### config.mk
export PLATFORM = sky130hd
export DESIGN_NAME = ctrl_sequencer
export DESIGN_NICKNAME = d
export VERILOG_FILES = /design/src/rtl/ctrl_sequencer.sv
export SDC_FILE = /design/constraint.sdc
export NUM_CORES = 1
export LEC_CHECK = 0
export ABC_CLOCK_PERIOD_IN_PS = 2000
export CORE_ASPECT_RATIO = 0.7
export CORE_UTILIZATION = 35
export CTS_BUF_LIST = sky130_fd_sc_hd__clkbuf_8
export CTS_CLUSTER_SIZE = 30
export DETAILED_ROUTE_END_ITERATION = 16
export DONT_BUFFER_PORTS = 1
export SYNTH_ARGS = -nofsm -noshare
export SYNTH_HDL_FRONTEND = slang
export SYNTH_SLANG_ARGS = --single-unit
### constraint.sdc
create_clock -name clk -period 2 [get_ports clk]
set_input_delay 0.2 -clock clk [delete_from_list [all_inputs] [get_ports clk]]
set_output_delay 0.2 -clock clk [all_outputs]
set_load 0.005 [all_outputs]
### src/rtl/ctrl_sequencer.sv
// ctrl_sequencer: hardwired fetch/decode/execute sequencer for the 8-bit-address
// accumulator CPU. Drives the C0..C15 control bus. The outputs depend only on
// registered state, so there is no combinational path from any input to ctrl.
//
// state   | meaning
// --------+--------------------------------------------------------------
// IDLE    | powered up, waiting for run
// F1      | C0  MAR<-PC
// F2      | C1  instruction read, held until mem_ready
// F3      | C2|C3|C6  IR<-MBR[15:8], MAR<-MBR[7:0], PC<-PC+1
// DEC     | no lines; branch on opcode, flags sampled here only
// RD      | C1  operand read, held until mem_ready
// LDBR    | C7  BR<-MBR
// ALU     | one ACC operation latched at DEC (C9/C10/C11/C12/C13)
// STM     | C5  MBR<-ACC
// WR      | C4  operand write, held until mem_ready
// JT      | C14 PC<-MBR[7:0]
// CLR     | C8  ACC<-0
// HALT    | halted=1, waits for run
// FAULT   | memory timeout, sticky until rst

module ctrl_sequencer #(
  parameter int OPW     = 8,
  parameter int TIMEOUT = 16
) (
  input  logic           clk,
  input  logic           rst,
  input  logic           run,
  input  logic [OPW-1:0] opcode,
  input  logic           acc_neg,
  input  logic           acc_zero,
  input  logic           mem_ready,
  output logic [15:0]    ctrl,
  output logic           halted,
  output logic           fault
);

  typedef enum logic [3:0] {
    S_IDLE, S_F1, S_F2, S_F3, S_DEC, S_RD, S_LDBR, S_ALU,
    S_STM, S_WR, S_JT, S_CLR, S_HALT, S_FAULT
  } state_t;

  localparam logic [OPW-1:0] OP_LOAD  = OPW'(8'h01);
  localparam logic [OPW-1:0] OP_STORE = OPW'(8'h02);
  localparam logic [OPW-1:0] OP_ADD   = OPW'(8'h03);
  localparam logic [OPW-1:0] OP_SUB   = OPW'(8'h04);
  localparam logic [OPW-1:0] OP_AND   = OPW'(8'h05);
  localparam logic [OPW-1:0] OP_OR    = OPW'(8'h06);
  localparam logic [OPW-1:0] OP_JMP   = OPW'(8'h07);
  localparam logic [OPW-1:0] OP_JGEZ  = OPW'(8'h08);
  localparam logic [OPW-1:0] OP_JZ    = OPW'(8'h09);
  localparam logic [OPW-1:0] OP_CLR   = OPW'(8'h0A);
  localparam logic [OPW-1:0] OP_HALT  = OPW'(8'h0B);

  // Counter wide enough to hold TIMEOUT; with TIMEOUT=0 it just saturates.
  localparam int            CW       = (TIMEOUT > 1) ? $clog2(TIMEOUT + 1) : 1;
  localparam logic [CW-1:0] CNT_LAST = CW'(TIMEOUT - 1);
  localparam logic [CW-1:0] CNT_MAX  = '1;

  state_t        r_state;
  state_t        w_state_nxt;
  logic [CW-1:0] r_cnt;
  logic [15:0]   r_alu;
  logic [15:0]   w_alu_nxt;
  logic          w_wait;
  logic          w_expire;

  // No two wait states are adjacent, so clearing outside them means the
  // count is always zero on entry to F2/RD/WR.
  assign w_wait   = (r_state == S_F2) || (r_state == S_RD) || (r_state == S_WR);
  assign w_expire = (TIMEOUT > 0) && w_wait && !mem_ready && (r_cnt == CNT_LAST);

  // State register.
  always_ff @(posedge clk) begin
    if (rst) r_state <= S_IDLE;
    else     r_state <= w_state_nxt;
  end

  // Memory wait counter: counts cycles without mem_ready, saturating.
  always_ff @(posedge clk) begin
    if (rst || !w_wait)                     r_cnt <= '0;
    else if (!mem_ready && r_cnt != CNT_MAX) r_cnt <= r_cnt + 1'b1;
  end

  // ACC operation chosen at DEC, so a later opcode change cannot alter it.
  always_ff @(posedge clk) begin
    if (rst)                   r_alu <= '0;
    else if (r_state == S_DEC) r_alu <= w_alu_nxt;
  end

  // Next-state logic and Moore output decode.
  always_comb begin
    w_state_nxt = r_state;
    w_alu_nxt   = 16'h0000;
    ctrl        = 16'h0000;
    halted      = 1'b0;
    fault       = 1'b0;
    case (r_state)
      S_IDLE: if (run) w_state_nxt = S_F1;
      S_F1: begin
        ctrl        = 16'h0001;
        w_state_nxt = S_F2;
      end
      S_F2: begin
        ctrl = 16'h0002;
        if (mem_ready)     w_state_nxt = S_F3;
        else if (w_expire) w_state_nxt = S_FAULT;
      end
      S_F3: begin
        ctrl        = 16'h004C;
        w_state_nxt = S_DEC;
      end
      S_DEC: begin
        w_state_nxt = S_F1;
        case (opcode)
          OP_LOAD:  begin w_state_nxt = S_RD; w_alu_nxt = 16'h0800; end
          OP_ADD:   begin w_state_nxt = S_RD; w_alu_nxt = 16'h0200; end
          OP_SUB:   begin w_state_nxt = S_RD; w_alu_nxt = 16'h0400; end
          OP_AND:   begin w_state_nxt = S_RD; w_alu_nxt = 16'h1000; end
          OP_OR:    begin w_state_nxt = S_RD; w_alu_nxt = 16'h2000; end
          OP_STORE: w_state_nxt = S_STM;
          OP_JMP:   w_state_nxt = S_JT;
          OP_JGEZ:  if (!acc_neg) w_state_nxt = S_JT;
          OP_JZ:    if (acc_zero) w_state_nxt = S_JT;
          OP_CLR:   w_state_nxt = S_CLR;
          OP_HALT:  w_state_nxt = S_HALT;
          default:  w_state_nxt = S_F1;
        endcase
      end
      S_RD: begin
        ctrl = 16'h0002;
        if (mem_ready)     w_state_nxt = S_LDBR;
        else if (w_expire) w_state_nxt = S_FAULT;
      end
      S_LDBR: begin
        ctrl        = 16'h0080;
        w_state_nxt = S_ALU;
      end
      S_ALU: begin
        ctrl        = r_alu;
        w_state_nxt = S_F1;
      end
      S_STM: begin
        ctrl        = 16'h0020;
        w_state_nxt = S_WR;
      end
      S_WR: begin
        ctrl = 16'h0010;
        if (mem_ready)     w_state_nxt = S_F1;
        else if (w_expire) w_state_nxt = S_FAULT;
      end
      S_JT: begin
        ctrl        = 16'h4000;
        w_state_nxt = S_F1;
      end
      S_CLR: begin
        ctrl        = 16'h0100;
        w_state_nxt = S_F1;
      end
      S_HALT: begin
        halted = 1'b1;
        if (run) w_state_nxt = S_F1;
      end
      S_FAULT: fault = 1'b1;
      default: w_state_nxt = S_IDLE;
    endcase
  end

endmodule
==> results.py, run 1 <==
metrics = {
    "timing": {
        "worst_pin_slew_ps": 489,
        "final.setup.tns_ps": 0,
        "rsz0062_at_grt": "false",
        "finClkSkew_ps": 2.27,
        "hold_viol_final": 0,
        "drv_slew": 0,
        "max_freq_ghz": 0.576,
        "slew_headroom": 0.672,
        "fin_crit_ps": 1740,
        "final.period_utilization": 0.868,
        "setup_viol": 0,
    },
    "grt": {
        "grt_use_total": 0.163,
        "antenna_found_initial": 0,
        "grt_pass1_wl_mm": 4.51,
        "grt-ovfl-total": 0,
        "grt_max_degree": 15,
        "grt_pass1_vias": 958,
    },
    "worst_hold_path": {
        "hold_class": "in -> reg",
    },
    "setup_path": {
        "critPathCaptureType": "flip-flop",
        "worstPathMaxFanout": 6,
        "required_ps": 2120,
        "crit_slowest_cell": "dfxtp_1",
        "path_class": "reg -> reg",
        "cp_cell_sequence": "ha_1, and3_1, ha_1, nor2_1, nand4_1, xor2_1, nor2_1",
        "critPathArrivalTime_ps": 1860,
        "startpoint_type": "flip-flop",
        "crit_path_max_incr_delay_ps": 330,
    },
    "detailed_routing": {
        "vias_per_cell": 5.84,
        "routed_wl_mm": 2.63,
        "wl_per_cell_um": 14.4,
        "drcViolationCount": 0,
        "antenna_left": 0,
        "dr.pass1.iters": 4,
        "drt-initial-drc-count": 83,
        "num_vias": 1069,
    },
    "synth": {
        "yosys_warnings": 0,
        "syn_avg_cell_area_sq_um": 7.39,
        "synthFlopType": "dfxtp_1",
        "postSynthCellCount": 151,
        "ys_seq_area_frac": 0.251,
        "synth_async_sr_flop_share": 0,
        "ys_top_cells_by_area": "dfxtp_1 (25%), nor2_1 (6.7%), nand2_1 (5.0%), a21oi_1 (3.6%), ha_1 (3.4%)",
        "syn_nets": 168,
        "synth.distinct_cells": 50,
        "yosysTopAreaCell": "dfxtp_1",
        "synth-edff-count": 0,
        "synth_top_area_frac": 0.251,
        "mappedNetlistArea_sq_um": 1120,
        "synth_seq_cells": 14,
    },
    "final_layout": {
        "drive_above_1_share": 0.109,
        "final_area_sq_um": 1190,
        "areaGrowthSynthToFinish_pct": 6.61,
        "num_antenna_cells": 0,
        "nets": 165,
    },
    "power_and_ir_drop": {
        "ir_drop_mv": 0.328,
        "cellPowerDensity_nw_per_um2": 652,
        "p_leak_nw": 0.410,
    },
    "clock_tree": {
        "cts_max_level": 1,
        "clock_latency_ps": 240,
        "cts_buffers": 3,
        "clock_tree.buffer_depth": 2,
        "cts_sinks": 14,
        "post_cts_buffers": 0,
        "clock-root-buffer": "clkbuf_8",
        "cts_tree": "built",
        "clk_pin_slew_ps": 60,
    },
    "floorplan": {
        "die-height_um": 49.2,
        "dieArea_sq_um": 3420,
        "io_pins": 32,
        "fp.dieW_um": 69.5,
        "start_util": 0.384,
        "rows": 16,
        "core_sq_um": 2900,
    },
    "place": {
        "post-dp-hpwl_mm": 2.02,
        "place.gp.congestion": 0.881,
        "placed_cell_area_sq_um": 1120,
        "portBuffers": 0,
    },
    "outcome": {
        "status": "finished, final reports clean",
    },
    "run": {
        "max_cap_violations": 0,
    },
}
## flip-flops by register name (all words and copies together), names as in the netlist
register / count
r_cnt: 5
r_state: 4
r_alu: 5
## metrics by stage
step                      utilization  power [mW]  setup WS [ps]  instances  hold slack, ps
final                           0.410       0.775            265        183            17.9
after global routing            0.410       0.830           69.6        183            4.00
after CTS                       0.406       0.780            265        182            9.99
after detailed placement        0.388       0.502            282        178             272
after global placement          0.388       0.495            349        178             272
after floorplan                     -       0.475            414        151             404
## cell type report
type	instances	area, sq um
fill	290	1710
multi-input combinational	120	754
sequential	14	280
clock buffer	4	55.1
tap	36	45.0
timing repair buffer	5	40.0
inverter	4	15.0
## cells in the final DEF (no fill, tap or decap), types with 4 or more instances in the layout
cell type / count
a21oi_1: 8
and2_1: 5
buf_4: 4
clkbuf_8: 4
dfxtp_1: 14
nand2_1: 15
nor2_1: 20
nor2b_1: 6
nor3_1: 5
o21ai_0: 6
## per-layer routing
| metal | vias to the layer above | global-route usage | share of wire |
|---|---|---|---|
| li1 | 525 | - | - |
| met1 | 503 | 0.200 | 0.44 |
| met2 | 35 | 0.265 | 0.46 |
| met3 | 6 | 0.0744 | 0.085 |
| met4 | 0 | 0.0272 | 0.011 |
| met5 | - | 0 | 0 |
## worst paths after layout
kind | slack, ps | cells past startpoint | from | to
worst max-delay path | 260 | 7 | r_cnt[0] | r_cnt[3]
worst min-delay path | 20 | 1 | rst | r_alu[10]
worst max register to register | 260 | 7 | r_cnt[0] | r_cnt[3]
worst min register to register | 450 | 2 | r_alu[11] | r_alu[11]
## synthesized netlist by cell type (5+ instances only)
master / instances
dfxtp_1: 14
nor2_1: 20
nor3_1: 5
nand2_1: 15
nor2b_1: 6
a21oi_1: 8
o21ai_0: 6
and2_1: 5
buf_2: 5
## kinds of logic after synthesis
logic type / synth area share
AOI/OAI and AO/OA: 0.223
xor gates and xnor gates: 0.0235
adders and majority gates: 0.0336
buffers and inverters: 0.0729
DFF: 0.251
muxes: 0.0179
other: 0.00336
and+or+nand+nor: 0.374
## critical path, delay by kind of cell, from the launching register on
family,cells,cell delay (ps)
and+or+nand+nor,4,710
xor gates and xnor gates,1,150
DFF,1,330
adders and majority gates,2,430
## power by group
group          leakage, nW  switching, mW  internal, mW
combinational        0.268          0.115        0.0813
clock               0.0288          0.100         0.174
sequential           0.113         0.0130         0.291
## repair_timing
| action | CTS | global route |
|---|---|---|
| hold buffers | 0 | 1 |
| resized for setup | 0 | 0 |
| hold endpoints to repair | 0 | 2 |
Power figures use the tool's default switching activity.
==> run 2: changes to the inputs <==
Settings changed: CELL_PAD_IN_SITES_DETAIL_PLACEMENT from default to 1, CELL_PAD_IN_SITES_GLOBAL_PLACEMENT from default to 1, PLACE_DENSITY_LB_ADDON from default to 0.1.
==> results.py, run 2 (synthesis results as in run 1) <==
metrics = {
    "power_and_ir_drop": {
        "cellPowerDensity_nw_per_um2": 669,
        "p_int_uw": 547,
        "comb_power_share": 0.252,
        "clock_power_share": 0.362,
        "finalPower_uw": 796,
        "seqPwrFrac": 0.386,
        "swShare": 0.312,
        "ir_drop_mv": 0.164,
        "p_leak_nw": 0.410,
        "switching_power_uw": 249,
    },
    "setup_path": {
        "required_ps": 2130,
        "critPathArrivalTime_ps": 1920,
        "cp_cell_sequence": "ha_1, and3_1, ha_1, nor2_1, nand4_1, xor2_1, nor2_1",
        "startpoint_type": "flip-flop",
        "worstPathMaxFanout": 6,
        "critPathCaptureType": "flip-flop",
        "crit_buf_inv": 0,
        "crit_path_max_incr_delay_ps": 330,
        "crit_slowest_cell": "dfxtp_1",
        "path_class": "reg -> reg",
        "cpLargestDelayFamily": "simple AND/OR/NAND/NOR gates",
    },
    "grt": {
        "grt_use_total": 0.198,
        "grt_pass1_vias": 1036,
        "antenna_found_initial": 0,
        "grt_max_degree": 15,
        "grt_pass1_wl_mm": 5.26,
        "grt-ovfl-total": 0,
    },
    "timing": {
        "finClkSkew_ps": 1.44,
        "rsz0062_at_grt": "false",
        "final.period_utilization": 0.892,
        "fin_crit_ps": 1780,
        "max_freq_ghz": 0.560,
        "final.setup.tns_ps": 0,
        "slew_headroom": 0.575,
        "setup_viol": 0,
        "worst_slack_ps": 215,
        "drv_slew": 0,
        "worst_pin_slew_ps": 632,
        "worst_hold_slack_ps": 10.7,
        "hold_viol_final": 0,
    },
    "final_layout": {
        "n_fill_cell": 369,
        "layout_common_cells": "nor2_1 (20), nand2_1 (15), dfxtp_1 (14)",
        "nets": 165,
        "areaGrowthSynthToFinish_pct": 6.61,
        "stdcell_count": 183,
        "drive_above_1_share": 0.109,
        "layout_commonest_cell": "nor2_1",
        "reg_top3": "r_alu (5), r_cnt (5), r_state (4)",
        "num_antenna_cells": 0,
    },
    "floorplan": {
        "fp.dieW_um": 69.5,
        "rows": 16,
        "core_sq_um": 2900,
        "io_pins": 32,
        "dieArea_sq_um": 3420,
        "die-height_um": 49.2,
        "start_util": 0.384,
    },
    "run": {
        "max_cap_violations": 0,
    },
    "clock_tree": {
        "cts_buffers": 3,
        "cts_tree": "built",
        "cts_max_level": 1,
        "clock_tree.buffer_depth": 2,
        "post_cts_buffers": 0,
        "clk_pin_slew_ps": 60,
        "post_cts_resized": 0,
        "cts_sinks": 14,
        "clock_latency_ps": 250,
        "clock-root-buffer": "clkbuf_8",
    },
    "detailed_routing": {
        "routed_wl_mm": 3.18,
        "vias_per_cell": 5.80,
        "drt-initial-drc-count": 33,
        "antenna_left": 0,
        "dr.pass1.iters": 4,
        "num_vias": 1062,
        "drcViolationCount": 0,
        "wl_per_cell_um": 17.4,
    },
    "outcome": {
        "status": "finished, final reports clean",
    },
    "place": {
        "post-place-ws_ps": 208,
        "place.gp.congestion": 0.820,
        "placed_cells": 178,
        "post-dp-hpwl_mm": 2.38,
        "portBuffers": 0,
    },
    "worst_hold_path": {
        "hold_class": "in -> reg",
    },
}
run 2: metrics by stage:
| stage | instance area [sq um] | utilization |
|---|---|---|
| floorplan | 1120 | - |
| global placement | 1120 | 0.388 |
| detailed placement | 1120 | 0.388 |
| CTS | 1180 | 0.406 |
| global route | 1190 | 0.410 |
| finish | 1190 | 0.410 |
run 2: path summary, 6_finish.rpt:
check | start | slack, ps | depth (start not counted) | end
max | r_cnt[0] | 220 | 7 | r_cnt[3]
max reg2reg | r_cnt[0] | 220 | 7 | r_cnt[3]
min | rst | 10 | 1 | r_alu[9]
min reg2reg | r_alu[9] | 460 | 2 | r_alu[9]
run 2: cell type report:
| type | count | area [sq um] | share of cell area |
|---|---|---|---|
| timing repair buffer | 5 | 40.0 | 0.0336 |
| multi-input combinational | 120 | 754 | 0.634 |
| tap | 36 | 45.0 | 0.0379 |
| inverter | 4 | 15.0 | 0.0126 |
| clock buffer | 4 | 55.1 | 0.0463 |
| sequential | 14 | 280 | 0.236 |
run 2: timing repair:
| item | 4_1_cts | 5_1_grt |
|---|---|---|
| hold buffers | 0 | 1 |
| hold endpoints to repair | 0 | 2 |
| setup endpoints to repair | 0 | 0 |
run 2: power by group through the flow:
stage | sequential (mW) | combinational (mW) | clock (mW)
after global routing | 0.311 | 0.223 | 0.315
final | 0.307 | 0.201 | 0.288
after CTS | 0.307 | 0.198 | 0.294
after global placement | 0.313 | 0.192 | 0
after floorplan | 0.309 | 0.166 | 0
after detailed placement | 0.314 | 0.198 | 0
run 2: routing by layer:
metal,up-vias,GRT usage,share of wire
met4,0,0.0510,0.0085
li1,522,-,-
met3,4,0.0599,0.046
met1,514,0.274,0.53
met2,22,0.299,0.42
met5,-,0,0
==> run 3: changes to the inputs <==
==> constraint.sdc (replaced) <==
create_clock -name clk -period 2 [get_ports clk]
set_input_delay 0.4 -clock clk [delete_from_list [all_inputs] [get_ports clk]]
set_output_delay 0.4 -clock clk [all_outputs]
set_load 0.005 [all_outputs]
==> results.py, run 3 (synthesis results as in run 1) <==
metrics = {
    "run": {
        "max_cap_violations": 0,
    },
    "power_and_ir_drop": {
        "p_leak_nw": 0.417,
        "ir_drop_mv": 0.167,
        "comb_power_share": 0.259,
        "swShare": 0.299,
        "switching_power_uw": 234,
        "cellPowerDensity_nw_per_um2": 653,
        "seqPwrFrac": 0.387,
        "p_int_uw": 548,
        "clock_power_share": 0.354,
    },
    "detailed_routing": {
        "num_vias": 1040,
        "dr.pass1.iters": 4,
        "wl_per_cell_um": 16.5,
        "routed_wl_mm": 3.04,
        "drcViolationCount": 0,
        "vias_per_cell": 5.65,
        "antenna_left": 0,
        "drt-initial-drc-count": 39,
    },
    "timing": {
        "finClkSkew_ps": 3.55,
        "hold_viol_final": 0,
        "drv_slew": 0,
        "fin_crit_ps": 1800,
        "max_freq_ghz": 0.557,
        "rsz0062_at_grt": "false",
        "setup_viol": 0,
        "final.period_utilization": 0.898,
        "worst_hold_slack_ps": 214,
        "final.setup.tns_ps": 0,
    },
    "floorplan": {
        "die-height_um": 49.2,
        "dieArea_sq_um": 3420,
        "fp.dieW_um": 69.5,
        "core_sq_um": 2900,
        "io_pins": 32,
        "rows": 16,
        "start_util": 0.384,
    },
    "clock_tree": {
        "clk_pin_slew_ps": 60,
        "cts_tree": "built",
        "cts_sinks": 14,
        "clock-root-buffer": "clkbuf_8",
        "hold_buffers": 0,
        "clock_latency_ps": 250,
        "cts_max_level": 1,
        "clock_tree.buffer_depth": 2,
        "cts_buffers": 3,
    },
    "setup_path": {
        "r2r-start": "r_cnt[0]",
        "crit_slowest_cell": "dfxtp_1",
        "cpLargestDelayFamily": "flip-flops",
        "startpoint_type": "flip-flop",
        "worstPathMaxFanout": 8,
        "timing.rr.end": "r_cnt[3]",
        "critPathArrivalTime_ps": 1400,
        "cp_cell_sequence": "buf_4, nand2_1, or2_1, a21oi_2",
        "critPathCaptureType": "output pin",
        "required_ps": 1600,
        "rr_worst_depth": 7,
        "crit_buf_inv": 1,
        "r2r_slack_ps": 260,
        "crit_path_max_incr_delay_ps": 390,
        "cp.depth": 4,
        "path_class": "reg -> out",
    },
    "final_layout": {
        "layout_commonest_cell": "nor2_1",
        "areaGrowthSynthToFinish_pct": 7.29,
        "drive_above_1_share": 0.128,
        "nets": 166,
        "num_antenna_cells": 0,
        "reg_top3": "r_alu (5), r_cnt (5), r_state (4)",
        "layout_common_cells": "nor2_1 (19), nand2_1 (15), dfxtp_1 (14)",
    },
    "outcome": {
        "status": "finished, final reports clean",
    },
    "grt": {
        "grt_use_total": 0.187,
        "grt_pass1_vias": 999,
        "antenna_found_initial": 0,
        "grt-ovfl-total": 0,
        "grt_max_degree": 15,
        "grt_pass1_wl_mm": 5.00,
    },
    "place": {
        "portBuffers": 0,
        "place.gp.congestion": 0.793,
        "post-dp-hpwl_mm": 2.36,
    },
    "worst_hold_path": {
        "whs_endpoint": "r_alu[11]",
        "hold_class": "in -> reg",
        "hp-start": "rst",
        "hold_depth": 1,
    },
}
## run 3: repair_timing
| action | in CTS | in global routing |
|---|---|---|
| setup endpoints to repair | 0 | 1 |
| buffers inserted | 0 | 0 |
| gates resized for setup | 0 | 1 |
## run 3: layout make-up
cell class              instances  area [sq um]
clock buffers                   4          55.1
fillers                       372          1710
inverters                       4          15.0
well taps                      36          45.0
flip-flops and latches         14           280
repair buffers                  6          45.0
multi-input cells             120           757
## run 3: worst max-delay path by stage
stage | start | end
2_1_floorplan | r_state[1] | ctrl[3]
3_3_place_gp | r_cnt[0] | r_cnt[3]
3_5_place_dp | r_cnt[0] | r_cnt[3]
4_1_cts | r_cnt[0] | r_cnt[3]
5_1_grt | r_state[2] | ctrl[10]
6_report | r_state[2] | ctrl[1]
## run 3: per-stage QoR
step | instance area (sq um) | utilization | std cells | total power [mW] | setup WS (ps)
floorplan | 1120 | - | 151 | 0.475 | 387
global placement | 1140 | 0.393 | 180 | 0.508 | 320
detailed placement | 1140 | 0.393 | 180 | 0.511 | 174
CTS | 1190 | 0.412 | 184 | 0.791 | 153
global route | 1200 | 0.413 | 184 | 0.830 | 71.9
finish | 1200 | 0.413 | 184 | 0.782 | 204
## run 3: per-layer routing
| layer | share of wire | vias up | GRT usage |
|---|---|---|---|
| li1 | - | 523 | - |
| met1 | 0.53 | 497 | 0.268 |
| met2 | 0.41 | 18 | 0.272 |
| met3 | 0.054 | 2 | 0.0661 |
| met4 | 0.0036 | 0 | 0.0306 |
| met5 | 0 | - | 0 |
## run 3: power groups by stage
stage,Combinational [mW],Clock [mW],Sequential (mW)
floorplan,0.166,0,0.309
global route,0.227,0.298,0.304
finish,0.203,0.277,0.303
global placement,0.199,0,0.309
CTS,0.204,0.284,0.303
detailed placement,0.202,0,0.309
## run 3: worst register-to-register path, delay by kind of cell (launching register included)
kind | cells | cell delay, ps
and+or+nand+nor | 4 | 660
adders and majority gates | 2 | 440
DFF | 1 | 330
xor gates and xnor gates | 1 | 170
